## src/rtl/siganfu_gatling_controller_if.sv

```systemverilog
// -----------------------------------------------------------------------------
// siganfu_gatling_controller_if
//
// Purpose: groups the turret's sensor/command inputs and its status outputs
// into one bundle so the controller and its environment share a single port.
//
// Signal summary:
//   target_locked, is_enemy       level  targeting qualifiers (ready = both high)
//   fire_command                  level  operator trigger
//   overheat_sensor               level  barrel temperature alarm
//   firing_mode[1:0]              level  00 single, 01 burst, 10 auto, 11 single
//   current_state[2:0]            out    registered controller state
//   fire_trigger                  out    one round fired per cycle while high
//   criticality_alert             out    high in OVERHEAT or EMPTY
//   rounds_left                   out    rounds remaining in current magazine
//   mags_left                     out    spare magazines remaining
//
// Modports:
//   slave  - the controller (consumes inputs, drives status)
//   master - the environment (drives inputs, observes status)
// -----------------------------------------------------------------------------
interface siganfu_gatling_controller_if #(
    parameter int MAG_SIZE  = 25,
    parameter int MAG_COUNT = 2
);
    localparam int RW = $clog2(MAG_SIZE + 1);
    localparam int MW = $clog2(MAG_COUNT + 1);

    logic          target_locked;
    logic          is_enemy;
    logic          fire_command;
    logic          overheat_sensor;
    logic [1:0]    firing_mode;
    logic [2:0]    current_state;
    logic          fire_trigger;
    logic          criticality_alert;
    logic [RW-1:0] rounds_left;
    logic [MW-1:0] mags_left;

    modport slave (
        input  target_locked,
        input  is_enemy,
        input  fire_command,
        input  overheat_sensor,
        input  firing_mode,
        output current_state,
        output fire_trigger,
        output criticality_alert,
        output rounds_left,
        output mags_left
    );

    modport master (
        output target_locked,
        output is_enemy,
        output fire_command,
        output overheat_sensor,
        output firing_mode,
        input  current_state,
        input  fire_trigger,
        input  criticality_alert,
        input  rounds_left,
        input  mags_left
    );
endinterface

```

## src/rtl/siganfu_gatling_controller.sv

```systemverilog
// -----------------------------------------------------------------------------
// siganfu_gatling_controller
//
// Purpose: fire-control FSM for a gatling turret. Fires one round per cycle
// in FIRING, supports single / burst / auto modes, reloads from a limited
// stock of spare magazines, and locks out on overheat until the sensor has
// stayed low for COOLDOWN_CYCLES consecutive cycles.
//
// Ports:
//   sysclk  in   system clock, rising edge
//   reboot  in   asynchronous active-high reset
//   gun     siganfu_gatling_controller_if.slave (inputs and status outputs)
//
// Configuration macro:
//   SIGANFU_MAG_LIMIT_EN  defined   -> spare magazines are consumed on each
//                                      reload; EMPTY is entered when the last
//                                      round goes with no spare left.
//                         undefined -> reloads are unlimited, EMPTY is never
//                                      reached, mags_left holds MAG_COUNT.
//
// Handshake semantics: there is no valid/ready pair here. "ready" is a level
// qualifier (target_locked & is_enemy) sampled on every rising edge; all
// inputs are levels and every output is a Moore decode of registered state.
// -----------------------------------------------------------------------------
module siganfu_gatling_controller #(
    parameter int MAG_SIZE        = 25,
    parameter int MAG_COUNT       = 2,
    parameter int RELOAD_CYCLES   = 5,
    parameter int COOLDOWN_CYCLES = 10,
    parameter int BURST_LEN       = 3
) (
    input  logic                           sysclk,
    input  logic                           reboot,
    siganfu_gatling_controller_if.slave    gun
);
    localparam int RW  = $clog2(MAG_SIZE + 1);
    localparam int MW  = $clog2(MAG_COUNT + 1);
    localparam int BW  = $clog2(BURST_LEN + 1);
    localparam int RCW = $clog2(RELOAD_CYCLES + 1);
    localparam int CW  = $clog2(COOLDOWN_CYCLES + 1);

    localparam logic [RW-1:0]  MAG_FULL    = RW'(MAG_SIZE);
    localparam logic [RW-1:0]  LAST_ROUND  = RW'(1);
    localparam logic [MW-1:0]  MAGS_FULL   = MW'(MAG_COUNT);
    localparam logic [BW-1:0]  BURST_BUDGET = BW'(BURST_LEN);
    localparam logic [BW-1:0]  ONE_SHOT    = BW'(1);
    localparam logic [RCW-1:0] RELOAD_LAST = RCW'(RELOAD_CYCLES - 1);
    localparam logic [CW-1:0]  COOL_LAST   = CW'(COOLDOWN_CYCLES - 1);

    typedef enum logic [2:0] {
        IDLE     = 3'b000,
        READY    = 3'b001,
        FIRING   = 3'b010,
        RELOAD   = 3'b011,
        OVERHEAT = 3'b100,
        EMPTY    = 3'b101
    } state_t;

    state_t         state_q,  state_d;
    logic [RW-1:0]  rounds_q, rounds_d;
    logic [MW-1:0]  mags_q,   mags_d;
    logic [BW-1:0]  budget_q, budget_d;
    logic           auto_q,   auto_d;
    logic           armed_q,  armed_d;
    logic [RCW-1:0] reload_q, reload_d;
    logic [CW-1:0]  cool_q,   cool_d;

    logic ready;
    logic have_spare;

    assign ready = gun.target_locked & gun.is_enemy;

`ifdef SIGANFU_MAG_LIMIT_EN
    assign have_spare = (mags_q != '0);
`else
    assign have_spare = 1'b1;
`endif

    always_ff @(posedge sysclk or posedge reboot) begin
        if (reboot) begin
            state_q  <= IDLE;
            rounds_q <= MAG_FULL;
            mags_q   <= MAGS_FULL;
            budget_q <= '0;
            auto_q   <= 1'b0;
            armed_q  <= 1'b1;
            reload_q <= '0;
            cool_q   <= '0;
        end else begin
            state_q  <= state_d;
            rounds_q <= rounds_d;
            mags_q   <= mags_d;
            budget_q <= budget_d;
            auto_q   <= auto_d;
            armed_q  <= armed_d;
            reload_q <= reload_d;
            cool_q   <= cool_d;
        end
    end

    always_comb begin
        state_d  = state_q;
        rounds_d = rounds_q;
        mags_d   = mags_q;
        budget_d = budget_q;
        auto_d   = auto_q;
        armed_d  = armed_q;
        // Reload and cooldown counters only run inside their own state, so
        // every entry starts them from zero.
        reload_d = '0;
        cool_d   = '0;

        unique case (state_q)
            IDLE: begin
                if (!gun.fire_command) armed_d = 1'b1;
                if (ready) state_d = READY;
            end

            READY: begin
                if (!gun.fire_command) armed_d = 1'b1;
                if (gun.overheat_sensor) begin
                    state_d = OVERHEAT;
                end else if (!ready) begin
                    state_d = IDLE;
                end else if (gun.fire_command && armed_q) begin
                    state_d  = FIRING;
                    auto_d   = (gun.firing_mode == 2'b10);
                    budget_d = (gun.firing_mode == 2'b01) ? BURST_BUDGET :
                               (gun.firing_mode == 2'b10) ? '0 : ONE_SHOT;
                end
            end

            FIRING: begin
                if (rounds_q != '0) rounds_d = rounds_q - 1'b1;
                if (budget_q != '0) budget_d = budget_q - 1'b1;
                // Single/burst disarm for as long as they fire, so whatever
                // ends the volley (completion, overheat, target loss, reload)
                // a fresh trigger press is needed before the next one.
                if (!auto_q) armed_d = 1'b0;

                if (gun.overheat_sensor) begin
                    state_d = OVERHEAT;
                end else if (rounds_q == LAST_ROUND) begin
                    state_d = have_spare ? RELOAD : EMPTY;
                end else if (!ready) begin
                    state_d = IDLE;
                end else if (auto_q ? !gun.fire_command : (budget_q == ONE_SHOT)) begin
                    state_d = READY;
                end
            end

            RELOAD: begin
                reload_d = reload_q + 1'b1;
                if (reload_q == RELOAD_LAST) begin
                    reload_d = '0;
                    rounds_d = MAG_FULL;
`ifdef SIGANFU_MAG_LIMIT_EN
                    if (mags_q != '0) mags_d = mags_q - 1'b1;
`endif
                    if (gun.overheat_sensor) state_d = OVERHEAT;
                    else if (ready)          state_d = READY;
                    else                     state_d = IDLE;
                end
            end

            OVERHEAT: begin
                if (!gun.overheat_sensor) begin
                    cool_d = cool_q + 1'b1;
                    if (cool_q == COOL_LAST) begin
                        cool_d = '0;
                        // Overheat can pre-empt the magazine-out transition on
                        // the very last round; finish that reload here so the
                        // gun never sits in READY/IDLE with an empty magazine.
                        if (rounds_q == '0)  state_d = have_spare ? RELOAD : EMPTY;
                        else if (ready)      state_d = READY;
                        else                 state_d = IDLE;
                    end
                end
            end

            EMPTY: begin
                rounds_d = '0;
            end

            default: begin
                state_d = IDLE;
            end
        endcase

`ifndef SIGANFU_MAG_LIMIT_EN
        mags_d = MAGS_FULL;
`endif
    end

    assign gun.current_state     = state_q;
    assign gun.fire_trigger      = (state_q == FIRING);
    assign gun.criticality_alert = (state_q == OVERHEAT) || (state_q == EMPTY);
    assign gun.rounds_left       = rounds_q;
    assign gun.mags_left         = mags_q;

endmodule
```

## src/flat_wrapper.sv

```systemverilog
// flat-port wrapper written by rule: the top's interface ports become plain ports
module siganfu_gatling_controller_flat 
#(
    parameter int MAG_SIZE        = 25,
    parameter int MAG_COUNT       = 2,
    parameter int RELOAD_CYCLES   = 5,
    parameter int COOLDOWN_CYCLES = 10,
    parameter int BURST_LEN       = 3
)
  (sysclk, reboot, gun_target_locked, gun_is_enemy, gun_fire_command, gun_overheat_sensor, gun_firing_mode, gun_current_state, gun_fire_trigger, gun_criticality_alert, gun_rounds_left, gun_mags_left);
  siganfu_gatling_controller_if #(.MAG_SIZE(MAG_SIZE), .MAG_COUNT(MAG_COUNT)) gun_i ();
  input  logic sysclk;
  input  logic reboot;
  input wire logic [$bits(gun_i.target_locked)-1:0] gun_target_locked;
  input wire logic [$bits(gun_i.is_enemy)-1:0] gun_is_enemy;
  input wire logic [$bits(gun_i.fire_command)-1:0] gun_fire_command;
  input wire logic [$bits(gun_i.overheat_sensor)-1:0] gun_overheat_sensor;
  input wire logic [$bits(gun_i.firing_mode)-1:0] gun_firing_mode;
  output wire logic [$bits(gun_i.current_state)-1:0] gun_current_state;
  output wire logic [$bits(gun_i.fire_trigger)-1:0] gun_fire_trigger;
  output wire logic [$bits(gun_i.criticality_alert)-1:0] gun_criticality_alert;
  output wire logic [$bits(gun_i.rounds_left)-1:0] gun_rounds_left;
  output wire logic [$bits(gun_i.mags_left)-1:0] gun_mags_left;
  assign gun_i.target_locked = gun_target_locked;
  assign gun_i.is_enemy = gun_is_enemy;
  assign gun_i.fire_command = gun_fire_command;
  assign gun_i.overheat_sensor = gun_overheat_sensor;
  assign gun_i.firing_mode = gun_firing_mode;
  assign gun_current_state = gun_i.current_state;
  assign gun_fire_trigger = gun_i.fire_trigger;
  assign gun_criticality_alert = gun_i.criticality_alert;
  assign gun_rounds_left = gun_i.rounds_left;
  assign gun_mags_left = gun_i.mags_left;
  siganfu_gatling_controller #(.MAG_SIZE(MAG_SIZE), .MAG_COUNT(MAG_COUNT), .RELOAD_CYCLES(RELOAD_CYCLES), .COOLDOWN_CYCLES(COOLDOWN_CYCLES), .BURST_LEN(BURST_LEN)) u_core (.sysclk(sysclk), .reboot(reboot), .gun(gun_i));
endmodule
```

## config.mk

```make
export PLATFORM = sky130hd
export DESIGN_NAME = siganfu_gatling_controller_flat
export DESIGN_NICKNAME = d
export VERILOG_FILES = /design/src/rtl/siganfu_gatling_controller_if.sv /design/src/rtl/siganfu_gatling_controller.sv /design/src/flat_wrapper.sv
export SDC_FILE = /design/constraint.sdc
export NUM_CORES = 1
export LEC_CHECK = 0
export ABC_AREA = 1
export CAP_MARGIN = 15
export CORE_MARGIN = 2
export CORE_UTILIZATION = 57
export DETAILED_ROUTE_END_ITERATION = 6
export PLACE_DENSITY = 0.84
export RECOVER_POWER = 50
export SLEW_MARGIN = 20
export SYNTH_ARGS = -nofsm -noshare
export SYNTH_HDL_FRONTEND = slang
export SYNTH_SLANG_ARGS = --single-unit
```

## constraint.sdc

```tcl
create_clock -name sysclk -period 4.3 [get_ports sysclk]
set_clock_uncertainty 0.1 [all_clocks]
set_input_delay 0.86 -clock sysclk [delete_from_list [all_inputs] [get_ports sysclk]]
set_output_delay 0.86 -clock sysclk [all_outputs]
set_load 0.005 [all_outputs]
```

==> results.json, run 1 <==
{
  "placeableCoreArea_um2": 2170,
  "layout_min_cycle_time_ns": 2.69,
  "syn_nets": 200,
  "min-delay-path-class": "reg -> reg",
  "dp_hpwl_um": 1960,
  "yosys-top-cells-count": "nand2_1 (47), nor2_1 (31), inv_1 (25)",
  "powerDensity_nw_per_um2": 567,
  "ir_drop_v": 0.000405,
  "cp-start-kind": "flop",
  "drive_above_1_share_pct": 7.00,
  "num_vias": 1161,
  "relSlewSlack_pct": 52.1,
  "slew_viol_final": 0,
  "max-cap-violations": 0,
  "gr-total-overflow": 0,
  "antenna_found_initial": 0,
  "yosysTopAreaCellShare_pct": 29.2,
  "avgSynthCellArea_um2": 7.04,
  "yosysUniqueCellTypes": 22,
  "worstSetupPathType": "reg -> out",
  "num_antenna_cells": 0,
  "wl_um": 2440,
  "worst_ep_required_time_ns": 3.34,
  "timing.critical_path.cells": "inv_1, nand2_1, nor2_1, clkdlybuf4s50_1",
  "grt_pass1_wl_um": 4230,
  "setup_viol": 0,
  "rrSetupSlack_ns": 2.52,
  "grtUsageMet2_pct": 34.8,
  "path_clk_slew_ns": 0.11,
  "yosysMostFrequentCell": "nand2_1",
  "cts_setup_buffers": 0,
  "ys_seq_area_share_pct": 37.3,
  "final_area_um2": 1490,
  "hold_violations": 0,
  "critPathBufInv": 2,
  "clkLatencyLatePin_ns": 0.30,
  "cts_tree": "done",
  "grt_pass1_vias": 1034,
  "syn_inst": 183,
  "worstSetupEndpointType": "output port",
  "grtUsageTotal_pct": 21.2,
  "nNetsFinal": 218,
  "arrival_ns": 1.73,
  "first_pass_iters": 4,
  "yosysTopAreaCell": "dfrtp_1",
  "gp_congestion": 0.893,
  "rows": 17,
  "ant_nets": 0,
  "dr.first_iter.drc_count": 31,
  "die-width_um": 51.5,
  "cp_slowest_cell": "clkdlybuf4s50_1",
  "power_leakage_nw": 0.760,
  "tns_ns": 0,
  "synthArstFlopShare_pct": 100,
  "synth.ff_latch_count": 19,
  "path_delay_family": "buffers and inverters",
  "worst_pin_slew_ns": 0.717,
  "die_area_um2": 2650,
  "die_h_um": 51.5,
  "fmax_mhz": 372,
  "hold-worst-slack_ns": 0.380,
  "io-pin-count": 20,
  "place_area_um2": 1460,
  "ctsResizeCount": 0,
  "ys_top_cells_by_area": "dfrtp_1 (29%), nand2_1 (14%), nor2_1 (9.0%), ha_1 (8.7%), dfstp_2 (8.2%)",
  "start_util_pct": 59.3,
  "fin_crit_sh_pct": 62.5,
  "yosysWarnings": 0,
  "outcome": "complete, no violations",
  "htree_levels": 1,
  "met1_usage_pct": 27.1,
  "crit_fanout": 10,
  "drc": 0,
  "viasPerCell": 5.09,
  "synth_area_um2": 1290,
  "cts_hold_buf": 0,
  "synthToLayoutAreaGrowth_pct": 15.5,
  "cts_made_buffers": 3,
  "grt_start_max_net_pins": 20,
  "groute.layer.met3.usage_pct": 3.74,
  "portBuffers": 17,
  "rsz0062_at_grt": "false",
  "synth_edf_count": 0,
  "fin_util_pct": 68.5,
  "top_usage_layer": "met2",
  "clock_path_buffers": 2,
  "wl_per_cell_um": 10.7,
  "ys.flop_type": "dfrtp_1",
  "cts-root-buf": "clkbuf_4",
  "max_stage_delay_ns": 0.53,
  "clock-sinks": 19
}
[through the flow]
step | setup WS (ns) | total power [mW] | cells
floorplan | 2.51 | 0.607 | 183
global placement | 1.98 | 0.740 | 224
detailed placement | 1.95 | 0.752 | 224
CTS | 1.60 | 0.847 | 228
global route | 1.50 | 0.928 | 228
finish | 1.61 | 0.842 | 228
[area by class of cell]
type	count	area, um^2
fillers	205	683
well taps	28	35.0
repair buffers	17	170
flip-flops and latches	19	480
clock inverters	1	5.00
inverters	26	97.6
multi-input cells	134	676
clock buffers	3	22.5
[worst register-to-register path, cell delays in order (launching register included)]
cell and delay, ns:
dfstp_2 0.58, inv_1 0.09, ha_1 0.21, inv_1 0.06, nor2_1 0.03, nand2_1 0.11
nor2_1 0.07, nor2_2 0.19, inv_2 0.10, nand2_1 0.06, o21ai_0 0.07
[report_power, final]
part / total [mW] / internal [mW] / switching [mW]
Clock: 0.0922 / 0.0347 / 0.0575
Sequential: 0.304 / 0.243 / 0.0612
Combinational: 0.446 / 0.194 / 0.252
Total: 0.842 / 0.471 / 0.371
[state kept, by name, summed over array words and instances, names as in the netlist]
signal and flops:
u_core.armed_q 1, u_core.auto_q 1, u_core.budget_q 2, u_core.cool_q 4, u_core.gun.current_state 3, u_core.gun.rounds_left 5
u_core.reload_q 3
[kinds of logic after synthesis]
group / after synthesis / synth area share [%]
compound gates: 15 / 6.12
simple gates: 103 / 33.6
fa+ha+maj: 9 / 8.75
buf+inv: 30 / 10.2
xor+xnor: 5 / 3.40
flops: 19 / 37.3
other cells: 2 / 0.583
[routing by layer]
metal,wire (um),up-vias
li1,-,598
met3,93,9
met1,1120,526
met4,62,0
met5,0,-
met2,1170,28
[path summary, 6_finish.rpt]
path	endpoint	cells past startpoint	from
min	u_core.reload_q[0]	1	u_core.reload_q[0]
min in group asynchronous	u_core.gun.current_state[2]	2	reboot
max reg2reg	u_core.gun.rounds_left[1]	10	u_core.gun.rounds_left[0]
max in group asynchronous	u_core.cool_q[3]	2	reboot
min reg2reg	u_core.reload_q[0]	1	u_core.reload_q[0]
max	gun_fire_trigger	4	u_core.gun.current_state[2]
[layout by cell type (no fill, tap or decap)]
master           instances
nor3_1                   1
dlygate4sd3_1            3
nand3_1                 19
xnor2_1                  2
dfrtp_1                 15
nor2_2                   1
o21ai_1                  1
dfstp_2                  4
xor2_1                   3
o21ai_0                 12
nand3_2                  2
conb_1                   2
nand3b_1                 1
or2_2                    1
nand2_1                 47
a21oi_1                  1
nor2_1                  31
ha_1                     9
clkbuf_4                 3
inv_2                    1
clkdlybuf4s50_1         14
inv_1                   25
clkinv_2                 1
o21ai_2                  1
No activity file was read; power rests on OpenSTA's default activity.
==> run 2, diff against run 1 <==
- CORE_UTILIZATION: 57 -> 53
- PLACE_DENSITY: 0.84 -> 0.79
- clock period: 4.3 -> 2.65 ns (I/O delays scaled with it)
==> run 2 against run 1 <==
Worst setup slack got worse by 1.3 ns. Clock power increased by 65%. Flip-flop and latch count unchanged. Sequential share of layout area increased by 0.055 points. Register-to-register slack got worse by 1.6 ns. Critical path type unchanged. Highest routed layer unchanged.
==> results.json, run 2 (synthesis gave the netlist of run 1 again) <==
{
  "grtUsageTotal_pct": 20.5,
  "timing.critical_path.cells": "inv_1, nand2_1, nor2_1, clkdlybuf4s50_1",
  "dr.first_iter.drc_count": 33,
  "path_clk_slew_ns": 0.12,
  "portBuffers": 17,
  "tns_ns": 0,
  "slew_viol_final": 0,
  "pre_cts_slack_ns": 0.621,
  "worst_ep_required_time_ns": 2.02,
  "nNetsFinal": 218,
  "fmax_mhz": 419,
  "fin_util_pct": 65.8,
  "cp-start-kind": "flop",
  "grt_start_max_net_pins": 20,
  "cts-root-buf": "clkbuf_4",
  "wl_um": 2550,
  "antenna_found_initial": 0,
  "wl_per_cell_um": 11.2,
  "rsz0062_at_grt": "false",
  "p_switching_mw": 0.602,
  "relSlewSlack_pct": 52.4,
  "dp_hpwl_um": 2030,
  "max_stage_delay_ns": 0.55,
  "clock-sinks": 19,
  "r2r_cells": 10,
  "die_area_um2": 2840,
  "setup_viol": 0,
  "worstSetupEndpointType": "output port",
  "crit_fanout": 10,
  "ant_nets": 0,
  "final_area_um2": 1480,
  "powerDensity_nw_per_um2": 922,
  "htree_levels": 1,
  "ir_drop_v": 0.000541,
  "p_total_mw": 1.37,
  "cts_made_buffers": 3,
  "comb_power_share_pct": 52.8,
  "worstSetupPathType": "reg -> out",
  "min-delay-path-class": "reg -> reg",
  "outcome": "complete, no violations",
  "final_common_cell": "nand2_1",
  "gp_congestion": 0.972,
  "power_leakage_nw": 0.755,
  "multi_input_area_um2": 671,
  "viasPerCell": 5.07,
  "ctsResizeCount": 0,
  "start_util_pct": 57.1,
  "rrSetupSlack_ns": 0.91,
  "fin_crit_sh_pct": 90.0,
  "die-width_um": 53.3,
  "grt_pass1_wl_um": 4300,
  "switching_share_pct": 43.9,
  "num_antenna_cells": 0,
  "regArea_um2": 480,
  "dp.cells": 224,
  "max-cap-violations": 0,
  "fin_cells": 228,
  "clkLatencyLatePin_ns": 0.29,
  "arrival_ns": 1.76,
  "rows": 17,
  "die_h_um": 53.3,
  "p_int_mw": 0.767,
  "cp_slowest_cell": "clkdlybuf4s50_1",
  "place_area_um2": 1460,
  "synthToLayoutAreaGrowth_pct": 15.3,
  "layout_min_cycle_time_ns": 2.39,
  "hold_violations": 0,
  "gr-total-overflow": 0,
  "final_cell_mix": "nand2_1 (47), nor2_1 (31), inv_1 (25), nand3_1 (20), clkdlybuf4s50_1 (16)",
  "placeableCoreArea_um2": 2250,
  "clock_path_buffers": 2,
  "hold-path-cell-count": 1,
  "seqPwrFrac_pct": 36.1,
  "num_vias": 1155,
  "worst_pin_slew_ns": 0.712,
  "p_clk_share_pct": 11.1,
  "io-pin-count": 20,
  "fillCellCount": 225,
  "cts_setup_buffers": 0,
  "largest_reg_flops": 5,
  "cts_hold_buf": 0,
  "first_pass_iters": 4,
  "hold-worst-slack_ns": 0.378,
  "grt_pass1_vias": 1016,
  "drc": 0,
  "worst_slack_ns": 0.264,
  "drive_above_1_share_pct": 6.50,
  "cts_tree": "done"
}
## run 2: cell count changes in the layout (fill, tap and decap cells not counted)
cell	before	now
clkdlybuf4s50_1	14	16
dlygate4sd3_1	3	1
clkinv_2	1	0
clkinvlp_4	0	1
nand3_1	19	20
nand3_2	2	1
## run 2: cell type report
| cell class | count | area share [%] |
|---|---|---|
| Multi-Input combinational cell | 134 | 45.2 |
| Sequential cell | 19 | 32.4 |
| Timing Repair Buffer | 17 | 11.5 |
| Inverter | 26 | 6.58 |
| Tap cell | 28 | 2.36 |
| Clock buffer | 3 | 1.52 |
| Clock inverter | 1 | 0.506 |
## run 2: layer usage
layer,GRT usage (%),vias to the layer above,wire length [um]
met4,3.85,0,13
li1,-,598,-
met5,0,-,0
met2,34.6,36,1170
met1,28.0,519,1230
met3,2.54,2,133
## run 2: final timing paths
check	from	end
setup reg to reg	u_core.gun.rounds_left[0]	u_core.gun.rounds_left[1]
setup / recovery	u_core.gun.current_state[2]	gun_fire_trigger
max in group asynchronous	reboot	u_core.budget_q[0]
min in group asynchronous	reboot	u_core.reload_q[2]
hold / removal	u_core.reload_q[0]	u_core.reload_q[0]
hold reg to reg	u_core.reload_q[0]	u_core.reload_q[0]
## run 2: power groups by stage
stage                     clock network, mW  registers (mW)  logic [mW]
after floorplan                           0           0.467       0.518
after detailed placement                  0           0.499       0.719
after CTS                             0.156           0.495       0.726
after global placement                    0           0.495       0.692
final                                 0.152           0.494       0.723
after global routing                  0.174           0.510       0.830
## run 2: worst max-delay path: cells and delay by family, from the launching register on
kind / cells / cell delay (ns)
and+or+nand+nor: 2 / 0.31
buffers and inverters: 2 / 0.66
DFF: 1 / 0.50
==> run 3, diff against run 2 <==
- CORE_UTILIZATION: 53 -> 45
- PLACE_DENSITY: 0.79 -> 0.69
==> run 3 against run 2 <==
Die area up 16%. Largest cell class unchanged. Critical path depth unchanged. Non-clock buffer count is the same. Via count hardly changed. Power fell by 0.21%. Clock power about the same. Highest routed layer unchanged. Global-route usage down 1.5 points. First-iteration DRC count is 45% higher. Combinational power is 0.7% lower.
==> results.json, run 3 (synthesis gave the netlist of run 1 again) <==
{
  "num_vias": 1156,
  "wl_um": 2660,
  "fin_crit_sh_pct": 88.7,
  "tns_ns": 0,
  "highest_layer": "met4",
  "crit_fanout": 10,
  "slew_viol_final": 0,
  "power_leakage_nw": 0.759,
  "grt_pass1_wl_um": 4900,
  "fillCellCount": 270,
  "arrival_ns": 1.72,
  "dp_hpwl_um": 2140,
  "cts_setup_buffers": 0,
  "clock-sinks": 19,
  "viasPerCell": 5.00,
  "grt_start_max_net_pins": 20,
  "path_clk_slew_ns": 0.12,
  "worstSetupEndpointType": "output port",
  "min-delay-path-class": "reg -> reg",
  "largest_reg_flops": 5,
  "portBuffers": 17,
  "dr.first_iter.drc_count": 48,
  "gr-total-overflow": 0,
  "synthToLayoutAreaGrowth_pct": 15.4,
  "rsz0062_at_grt": "false",
  "rows": 19,
  "fmax_mhz": 425,
  "clkLatencyLatePin_ns": 0.30,
  "setup_viol": 0,
  "cts_made_buffers": 3,
  "start_util_pct": 47.1,
  "ir_drop_v": 0.000700,
  "cp-start-kind": "flop",
  "fin_cells": 231,
  "gp_congestion": 0.866,
  "ant_nets": 0,
  "antenna_found_initial": 0,
  "drc": 0,
  "relSlewSlack_pct": 51.9,
  "worst_pin_slew_ns": 0.720,
  "layout_min_cycle_time_ns": 2.35,
  "cts-root-buf": "clkbuf_4",
  "placeableCoreArea_um2": 2730,
  "ctsResizeCount": 0,
  "worst_ep_required_time_ns": 2.02,
  "rrSetupSlack_ns": 0.88,
  "wl_met1_um": 1260,
  "wl_met3_um": 66,
  "drive_above_1_share_pct": 6.50,
  "final_common_cell": "nand2_1",
  "powerDensity_nw_per_um2": 920,
  "die_h_um": 57.5,
  "worstSetupPathType": "reg -> out",
  "max-cap-violations": 0,
  "cts_hold_buf": 0,
  "die_area_um2": 3310,
  "hold_violations": 0,
  "io-pin-count": 20,
  "clock_path_buffers": 2,
  "num_antenna_cells": 0,
  "htree_levels": 1,
  "first_pass_iters": 4,
  "outcome": "complete, no violations",
  "die-width_um": 57.5,
  "grt_pass1_vias": 1157,
  "dp.cells": 227,
  "final_cell_mix": "nand2_1 (47), nor2_1 (31), inv_1 (25), nand3_1 (20), clkdlybuf4s50_1 (16)",
  "wl_met2_um": 1300,
  "cts_tree": "done",
  "wl_per_cell_um": 11.5,
  "nNetsFinal": 218,
  "grtUsageTotal_pct": 19.0
}
-- run 3: changes by cell type in the layout (fill, tap and decap cells not counted) --
cell        previous run  this run
clkinvlp_4             1         0
clkinv_2               0         1
-- run 3: metrics by stage --
step	utilization [%]	hold slack, ns	setup WS (ns)	power, mW	instance area [um^2]
global placement	53.5	0.344	0.672	1.20	1460
finish	54.3	0.368	0.298	1.37	1490
floorplan	-	0.332	1.08	0.986	1290
detailed placement	53.5	0.355	0.639	1.23	1460
global route	54.3	0.414	0.142	1.52	1490
CTS	54.5	0.371	0.289	1.39	1490
-- run 3: critical path, stage by stage, from the launching register on --
cell	delay, ns
dfrtp_1	0.51
inv_1	0.11
nand2_1	0.08
nor2_1	0.18
clkdlybuf4s50_1	0.53
-- run 3: final cells by class --
| cell class | instances | area [um^2] | area share [%] |
|---|---|---|---|
| Timing Repair Buffer | 17 | 170 | 11.5 |
| Clock buffer | 3 | 22.5 | 1.52 |
| Inverter | 26 | 97.6 | 6.57 |
| Sequential cell | 19 | 480 | 32.4 |
| Clock inverter | 1 | 5.00 | 0.337 |
| Tap cell | 31 | 38.8 | 2.61 |
| Multi-Input combinational cell | 134 | 671 | 45.2 |
-- run 3: layer usage --
metal / track usage, % / vias up
li1: - / 596
met4: 7.97 / 0
met1: 24.0 / 538
met3: 1.36 / 4
met5: 0 / -
met2: 33.1 / 18
-- run 3: power by group --
group	switching (mW)	leakage [nW]	total [mW]	internal, mW
Combinational	0.405	0.499	0.718	0.314
Sequential	0.100	0.242	0.494	0.394
Clock	0.0975	0.0177	0.154	0.0563
-- run 3: final timing paths --
path	depth (start not counted)	start	to
worst max-delay path	4	u_core.gun.current_state[2]	gun_fire_trigger
worst min-delay path	1	u_core.reload_q[0]	u_core.reload_q[0]
worst max register to register	10	u_core.gun.rounds_left[0]	u_core.gun.rounds_left[2]
worst min register to register	1	u_core.reload_q[0]	u_core.reload_q[0]
max in group asynchronous	2	reboot	u_core.cool_q[1]
min in group asynchronous	2	reboot	u_core.gun.current_state[2]
